## src/rtl/ascon_pack.sv

```systemverilog
// Shared types for the Ascon permutation core: 320-bit state layout, FSM
// encoding, round count limit and a 64-bit rotate helper.
package ascon_pack;

  localparam int ROUNDS_MAX = 12;

  typedef logic [63:0] word_t;

  // First member lands in the MSBs, so x0 occupies [319:256].
  typedef struct packed {
    word_t x0;
    word_t x1;
    word_t x2;
    word_t x3;
    word_t x4;
  } state_t;

  typedef enum logic [1:0] {
    IDLE = 2'd0,
    RUN  = 2'd1,
    DONE = 2'd2
  } fsm_t;

  function automatic word_t ror64(input word_t x, input int unsigned n);
    return (x >> n) | (x << (64 - n));
  endfunction

endpackage

```

## src/rtl/ascon_round.sv

```systemverilog
// One combinational Ascon round: constant addition, S-box layer, linear layer.
module ascon_round
  import ascon_pack::*;
(
  input  state_t     i_state,
  input  logic [3:0] i_round,
  output state_t     o_state
);

  logic [7:0] w_rc;
  state_t     w_pc;
  state_t     w_ps;
  word_t      w_y0, w_y1, w_y2, w_y3, w_y4;

  assign w_rc = {4'hF - i_round, i_round};

  always_comb begin
    w_pc          = i_state;
    w_pc.x2[7:0]  = i_state.x2[7:0] ^ w_rc;
  end

  for (genvar j = 0; j < 64; j++) begin : g_col
    logic [4:0] w_col_y;
    ascon_sbox u_sbox (
      .i_x ({w_pc.x0[j], w_pc.x1[j], w_pc.x2[j], w_pc.x3[j], w_pc.x4[j]}),
      .o_y (w_col_y)
    );
    assign w_y0[j] = w_col_y[4];
    assign w_y1[j] = w_col_y[3];
    assign w_y2[j] = w_col_y[2];
    assign w_y3[j] = w_col_y[1];
    assign w_y4[j] = w_col_y[0];
  end

  assign w_ps = {w_y0, w_y1, w_y2, w_y3, w_y4};

  assign o_state.x0 = w_ps.x0 ^ ror64(w_ps.x0, 19) ^ ror64(w_ps.x0, 28);
  assign o_state.x1 = w_ps.x1 ^ ror64(w_ps.x1, 61) ^ ror64(w_ps.x1, 39);
  assign o_state.x2 = w_ps.x2 ^ ror64(w_ps.x2, 1)  ^ ror64(w_ps.x2, 6);
  assign o_state.x3 = w_ps.x3 ^ ror64(w_ps.x3, 10) ^ ror64(w_ps.x3, 17);
  assign o_state.x4 = w_ps.x4 ^ ror64(w_ps.x4, 7)  ^ ror64(w_ps.x4, 41);

endmodule

```

## src/rtl/ascon_sbox.sv

```systemverilog
// Ascon 5-bit S-box in bit-sliced boolean form; bit 4 is the x0 lane.
module ascon_sbox (
  input  logic [4:0] i_x,
  output logic [4:0] o_y
);

  logic w_a0, w_a1, w_a2, w_a3, w_a4;
  logic w_b0, w_b1, w_b2, w_b3, w_b4;

  assign w_a0 = i_x[4] ^ i_x[0];
  assign w_a1 = i_x[3];
  assign w_a2 = i_x[2] ^ i_x[3];
  assign w_a3 = i_x[1];
  assign w_a4 = i_x[0] ^ i_x[1];

  // Chi-like nonlinear layer on the pre-mixed lanes
  assign w_b0 = w_a0 ^ (~w_a1 & w_a2);
  assign w_b1 = w_a1 ^ (~w_a2 & w_a3);
  assign w_b2 = w_a2 ^ (~w_a3 & w_a4);
  assign w_b3 = w_a3 ^ (~w_a4 & w_a0);
  assign w_b4 = w_a4 ^ (~w_a0 & w_a1);

  assign o_y[4] = w_b0 ^ w_b4;
  assign o_y[3] = w_b1 ^ w_b0;
  assign o_y[2] = ~w_b2;
  assign o_y[1] = w_b3 ^ w_b2;
  assign o_y[0] = w_b4;

endmodule

```

## src/rtl/ascon_perm_core.sv

```systemverilog
// Iterative Ascon permutation: one round per clock, round count 1..ROUNDS_MAX,
// with back-to-back starts accepted from the DONE state.
module ascon_perm_core #(
  parameter int ROUNDS_MAX = ascon_pack::ROUNDS_MAX
) (
  input  logic         clock_i,
  input  logic         resetb_i,
  input  logic         start_i,
  input  logic [3:0]   nrounds_i,
  input  logic [319:0] state_i,
  output logic [319:0] state_o,
  output logic         busy_o,
  output logic         done_o
);

  localparam logic [3:0] RMAX = 4'(ROUNDS_MAX);

  ascon_pack::fsm_t   r_fsm;
  logic [3:0]         r_round;
  ascon_pack::state_t r_state;
  ascon_pack::state_t w_next;
  logic [3:0]         w_n;

  // Out-of-range round counts fall back to the full permutation
  always_comb begin
    w_n = nrounds_i;
    if (nrounds_i == 4'd0 || nrounds_i > RMAX) w_n = RMAX;
  end

  ascon_round u_round (
    .i_state (r_state),
    .i_round (r_round),
    .o_state (w_next)
  );

  always_ff @(posedge clock_i or negedge resetb_i) begin
    if (!resetb_i) begin
      r_fsm   <= ascon_pack::IDLE;
      r_round <= 4'd0;
      r_state <= '0;
    end else begin
      case (r_fsm)
        ascon_pack::IDLE, ascon_pack::DONE: begin
          if (start_i) begin
            r_state <= state_i;
            r_round <= RMAX - w_n;
            r_fsm   <= ascon_pack::RUN;
          end else begin
            r_fsm   <= ascon_pack::IDLE;
          end
        end
        ascon_pack::RUN: begin
          r_state <= w_next;
          r_round <= r_round + 4'd1;
          if (r_round == RMAX - 4'd1) r_fsm <= ascon_pack::DONE;
        end
        default: r_fsm <= ascon_pack::IDLE;
      endcase
    end
  end

  assign state_o = r_state;
  assign busy_o  = (r_fsm == ascon_pack::RUN);
  assign done_o  = (r_fsm == ascon_pack::DONE);

endmodule

```

## config.mk

```make
export PLATFORM = sky130hd
export DESIGN_NAME = ascon_perm_core
export DESIGN_NICKNAME = d
export VERILOG_FILES = /design/src/rtl/ascon_pack.sv /design/src/rtl/ascon_round.sv /design/src/rtl/ascon_sbox.sv /design/src/rtl/ascon_perm_core.sv
export SDC_FILE = /design/constraint.sdc
export NUM_CORES = 1
export LEC_CHECK = 0
export ABC_CLOCK_PERIOD_IN_PS = 3000
export BUFFER_PORTS_ARGS = -buffer_cell sky130_fd_sc_hd__buf_2
export CAP_MARGIN = 5
export CORE_UTILIZATION = 40
export CTS_BUF_LIST = sky130_fd_sc_hd__clkbuf_2 sky130_fd_sc_hd__clkbuf_4 sky130_fd_sc_hd__clkbuf_8
export DETAILED_ROUTE_END_ITERATION = 16
export HOLD_SLACK_MARGIN = 0.02
export PLACE_DENSITY = 0.68
export SLEW_MARGIN = 20
export SYNTH_ARGS = -nofsm -noshare
export SYNTH_HDL_FRONTEND = slang
export SYNTH_SLANG_ARGS = --single-unit
```

## constraint.sdc

```tcl
create_clock -name clock_i -period 3 [get_ports clock_i]
set_input_delay 0.3 -clock clock_i [delete_from_list [all_inputs] [get_ports clock_i]]
set_output_delay 0.3 -clock clock_i [all_outputs]
set_load 0.005 [all_outputs]
```

==> run_results.csv, run 1 <==
group,metric,value,unit
outcome,outcome,"complete, no violations",
worst_setup_path,reg2reg_depth,6,
yosys,yosysSeqAreaShare,0.270,
routing,via_per_inst,5.74,
clock_tree,numCtsBuffers,68,
clock_tree,cts_tree,"yes",
worst_hold_path,hold_path_class,"input pin to register",
yosys,synth_enable_flop_cells,0,
worst_setup_path,path_depth,6,
layout,area_growth,34.7,%
yosys,async_flop_share,1.00,
clock_tree,postCtsSetupRepairBufs,0,
worst_setup_path,slowest_delay,700,ps
sta,post-route-period-util,0.951,
sta,fin_setup_tns,0,ps
yosys,synthFlopType,"dfrtp_1",
sta,rsz0062_at_grt,"false",
sta,max_freq,350,MHz
clock_tree,clockBufferDepth,3,
clock_tree,root_buffer,"clkbuf_8",
layout,nets,4589,
routing,wl_per_cell,31.2,microns
sta,drv_slew,0,
sta,min_period,2850,ps
clock_tree,cts.clk_slew.worst_paths,70,ps
layout,drive_gt1_frac,0.278,
clock_tree,clock-sinks,326,
routing,totalWireLength,161000,microns
yosys,syn_area,0.0302,sq mm
worst_setup_path,crit_required,3590,ps
sta,hold_violations,0,
sta,worstMarginPinSlew,1140,ps
floorplan,die_x,277,microns
grt,grt_pass1_wl,219000,microns
sta,slew_headroom,0.236,
yosys,syn_nets,3453,
worst_setup_path,cp_slowest_cell,"xnor2_1",
routing,vias,29600,
floorplan,dieArea,0.0767,sq mm
yosys,synth_area_leaders,"dfrtp_1 27%, xnor3_1 19%, xnor2_1 10%",
yosys,yosysTopAreaCell,"dfrtp_1",
floorplan,die_h,277,microns
clock_tree,h-tree-depth,3,
job,drv_cap,0,
yosys,yosys-top-cells-count,"423 x nand2_1, 351 x xnor2_1, 326 x dfrtp_1",
yosys,synth_top_area_share,0.270,
worst_setup_path,crit_top_cell,"xnor2_1",
floorplan,io_pins,649,
routing,drtIter0Drc,3210,
grt,grt_pass1_vias,28300,
sta,clock_skew,48.9,ps
routing,remaining_drc_errors,0,
yosys,synth_seq_cells,326,
yosys,synthCells,2996,
worst_setup_path,crit_type,"register to register",
grt,track_usage,0.410,
routing,antenna_left,0,
grt,grt-ovfl-total,0,
placed_design,gp_congestion,1.11,
worst_setup_path,crit_family,"XOR/XNOR gates",
yosys,yosysWarnings,0,
placed_design,port_buffers,648,
worst_setup_path,crit_path_end_kind,"register",
worst_setup_path,path_cells,"xnor2_1, ha_1, xnor2_2, xnor2_1, xor3_1, a21oi_1",
sta,setup_viol,0,
floorplan,core,0.0746,sq mm
worst_setup_path,cp_num_buf_inv,0,
placed_design,hpwl,128000,microns
yosys,ys_types,37,
routing,drt_pass1_iterations,5,
grt,grt_antenna_before_repair,9,
worst_setup_path,worst_ep_arrival_time,3450,ps
layout,final_util,0.546,
clock_tree,clk_latency,700,ps
floorplan,placementRows,100,
yosys,synth_most_common_cell,"nand2_1",
worst_hold_path,whs_path_depth,4,
layout,nFillCells,6638,
yosys,avgSynthCellArea,10.1,sq um
grt,grt_max_degree,169,
worst_setup_path,crit_path_max_fanout,5,
worst_setup_path,startpoint_type,"register",
floorplan,initial_utilization,0.405,
sta,hold_slack,63.6,ps
-- cell families (layout without fill, tap and decap cells) --
kind of cell	count (synthesis)	in the layout	synth area share
DFF	326	326	0.270
AOI/OAI and AO/OA	664	664	0.133
xor gates and xnor gates	907	907	0.416
adders and majority gates	138	138	0.0566
buffers and inverters	265	1448	0.0334
muxes	9	9	0.00298
and+or+nand+nor	687	687	0.0885
other	0	5	0
-- cells in the final DEF, fill, tap and decap left out, drive strengths merged, types with 14 or more instances in the layout --
| cell type | instances |
|---|---|
| nand2 | 423 |
| o211ai | 14 |
| a21oi | 139 |
| xor2 | 178 |
| xnor2 | 473 |
| xnor3 | 251 |
| ha | 130 |
| a211oi | 65 |
| a22oi | 133 |
| o21ai | 224 |
| dlygate4sd3 | 304 |
| inv | 138 |
| nor2 | 222 |
| and3 | 22 |
| buf | 890 |
| o21a | 14 |
| dfrtp | 326 |
| a31oi | 65 |
| clkbuf | 102 |
-- routing by layer --
layer  wire, microns  global-route usage  vias to the layer above
met5             191              0.0125                        -
met4           12100               0.264                       12
met3           17100               0.108                      527
met2           71000               0.635                     2011
met1           60400               0.506                    14500
li1                -                   -                    12500
-- tightest hold or removal path, stage by stage --
cell and delay, ps:
buf_2 80, nand2_1 80, o211ai_1 130, o21a_1 140
-- area by class of cell --
cell class,count,area (sq um),area share
clock inverter,15,139,0.00341
tap,969,1210,0.0298
sequential,326,8160,0.200
antenna,5,12.5,0.000307
clock buffer,102,1300,0.0319
timing repair buffer,1194,8300,0.204
inverter,137,519,0.0127
multi-input combinational,2405,21100,0.518
-- registers in the layout, indices dropped and copies added (netlist names) --
name,flops
state_o,320
r_round,4
r_fsm,2
-- timing repair --
action	CTS	global route
setup endpoints to repair	0	0
hold endpoints to repair	357	0
resized for setup	0	0
hold buffers	304	0
-- stage by stage --
stage	instance area, sq um	setup slack [ps]	instances
floorplan	30200	833	2996
global placement	36200	270	4727
detailed placement	36200	246	4727
CTS	40700	224	5148
global route	40700	134	5149
finish	40700	146	5153
-- path summary, 6_finish.rpt --
kind	startpoint	to	slack, ps
worst max-delay path	r_round[1]	state_o[123]	150
worst min register to register	state_o[129]	state_o[129]	580
worst max register to register	r_round[1]	state_o[123]	150
max in group asynchronous	resetb_i	state_o[21]	1890
worst min-delay path	state_i[87]	state_o[87]	60
min in group asynchronous	resetb_i	state_o[173]	210
Power of run 1 is left out: the tool's default activity adds up to more than one toggle a clock period on the data nets, which glitch-free logic cannot reach.
==> run 2: changes to the inputs <==
Settings changed: ABC_CLOCK_PERIOD_IN_PS 3000 to 3620, BUFFER_PORTS_ARGS -buffer_cell sky130_fd_sc_hd__buf_2 to -buffer_cell sky130_fd_sc_hd__clkbuf_2, CORE_ASPECT_RATIO set to 0.8.
Clock period 3 ns to 3.62 ns, I/O delays scaled along.
==> run_results.csv, run 2 (same netlist as run 1, synthesis figures left out) <==
group,metric,value,unit
worst_setup_path,crit_required,4210,ps
worst_setup_path,crit_top_cell,"xnor2_1",
routing,via_per_inst,5.79,
layout,final_common_cell,"clkbuf_2",
clock_tree,clock-sinks,326,
routing,wl_per_cell,31.4,microns
placed_design,gp_congestion,1.12,
routing,drt_pass1_iterations,6,
job,drv_cap,0,
placed_design,place_ws,755,ps
worst_hold_path,min_to,"state_o[300]",
routing,antenna_left,0,
sta,fin_ws,542,ps
worst_setup_path,r2r_slack,540,ps
floorplan,die_x,309,microns
worst_hold_path,hold_path_class,"input pin to register",
worst_setup_path,worst_ep_arrival_time,3660,ps
clock_tree,numCtsBuffers,60,
grt,grt_pass1_wl,211000,microns
worst_setup_path,r2r-start,"state_o[228]",
worst_setup_path,reg2reg_to,"state_o[90]",
grt,grt-ovfl-total,0,
worst_setup_path,path_cells,"inv_1, ha_1, xnor2_1, xnor2_1, xnor3_1, a221o_1",
sta,post-route-period-util,0.850,
worst_setup_path,cp_num_buf_inv,1,
layout,nets,4399,
sta,hold_violations,0,
placed_design,hpwl,125000,microns
worst_setup_path,crit_family,"XOR/XNOR gates",
layout,final_area,0.0392,sq mm
sta,drv_slew,0,
routing,totalWireLength,156000,microns
layout,area_growth,29.6,%
routing,drtIter0Drc,3729,
floorplan,io_pins,649,
clock_tree,cts.clk_slew.worst_paths,80,ps
routing,vias,28900,
floorplan,placementRows,89,
clock_tree,clk_latency,730,ps
floorplan,initial_utilization,0.407,
worst_setup_path,cp_slowest_cell,"xnor2_1",
grt,grt_max_degree,164,
clock_tree,clockBufferDepth,3,
sta,max_freq,325,MHz
placed_design,port_buffers,648,
floorplan,core,0.0743,sq mm
grt,grt_antenna_before_repair,15,
layout,drive_gt1_frac,0.249,
worst_setup_path,slowest_delay,760,ps
worst_setup_path,crit_path_max_fanout,4,
worst_setup_path,crit_path_end_kind,"register",
outcome,outcome,"complete, no violations",
worst_setup_path,reg2reg_depth,6,
sta,min_period,3080,ps
sta,rsz0062_at_grt,"false",
clock_tree,cts_tree,"yes",
sta,fin_setup_tns,0,ps
worst_setup_path,startpoint_type,"register",
worst_setup_path,crit_type,"register to register",
sta,setup_viol,0,
floorplan,dieArea,0.0767,sq mm
layout,final_cell_mix,"647 x clkbuf_2, 423 x nand2_1, 351 x xnor2_1",
sta,slew_headroom,0.219,
clock_tree,postCtsSetupRepairBufs,0,
grt,track_usage,0.399,
routing,remaining_drc_errors,0,
sta,worstMarginPinSlew,1160,ps
placed_design,placedInstanceArea,0.0351,sq mm
grt,grt_pass1_vias,27100,
worst_hold_path,hp-start,"state_i[300]",
floorplan,die_h,248,microns
sta,clock_skew,50.8,ps
clock_tree,root_buffer,"clkbuf_8",
layout,largest_register_ffs,320,
worst_hold_path,whs_path_depth,3,
clock_tree,h-tree-depth,2,
[run 2: changes by cell type in the layout (fill, tap and decap cells not counted)]
cell | previous run | this run
buf_2 | 647 | 0
clkinv_2 | 8 | 5
buf_4 | 227 | 70
clkinvlp_4 | 4 | 0
inv_6 | 2 | 1
dlygate4sd3_1 | 304 | 279
clkbuf_4 | 17 | 19
clkbuf_2 | 0 | 647
clkbuf_8 | 85 | 76
diode_2 | 5 | 4
[run 2: area by class of cell]
cell class / count / area (sq um)
diodes: 4 / 10.0
clock buffers: 95 / 1190
clock inverters: 7 / 85.1
fillers: 6798 / 35100
inverters: 137 / 519
multi-input cells: 2405 / 21100
flip-flops and latches: 326 / 8160
well taps: 1001 / 1250
repair buffers: 1012 / 6870
[run 2: worst reg2reg max path, cell delays in order (launching register included)]
cell and delay [ps]:
dfrtp_1 420, inv_1 110, ha_1 300, xnor2_1 760
xnor2_1 520, xnor3_1 520, a221o_1 300
[run 2: worst max path at each step]
| stage | startpoint | endpoint | slack [ps] | cells past startpoint |
|---|---|---|---|---|
| after CTS | r_round[2] | state_o[117] | 720 | 6 |
| final | state_o[228] | state_o[90] | 540 | 6 |
| after detailed placement | r_round[2] | state_o[117] | 750 | 6 |
| after floorplan | state_o[227] | state_o[82] | 1450 | 6 |
| after global routing | r_round[2] | state_o[117] | 550 | 6 |
| after global placement | r_round[2] | state_o[117] | 710 | 6 |
[run 2: timing repair]
action                                 in CTS  in global routing
resized for setup                           0                  0
endpoints found under the hold margin     370                  0
hold buffers                              279                  0
[run 2: routing by layer]
| layer | part of all wire | vias up | GRT usage |
|---|---|---|---|
| li1 | - | 12100 | - |
| met4 | 0.059 | 12 | 0.198 |
| met2 | 0.43 | 2095 | 0.596 |
| met5 | 0.00047 | - | 0.00503 |
| met3 | 0.14 | 472 | 0.149 |
| met1 | 0.38 | 14200 | 0.507 |
[run 2: through the flow]
step	std cells	hold WS (ps)	util
after floorplan	2996	66.4	-
after global placement	4602	509	0.473
after detailed placement	4602	519	0.473
after CTS	4983	20.7	0.527
after global routing	4985	57.1	0.527
final	4987	40.7	0.527
Power of run 2 is left out for the same reason.
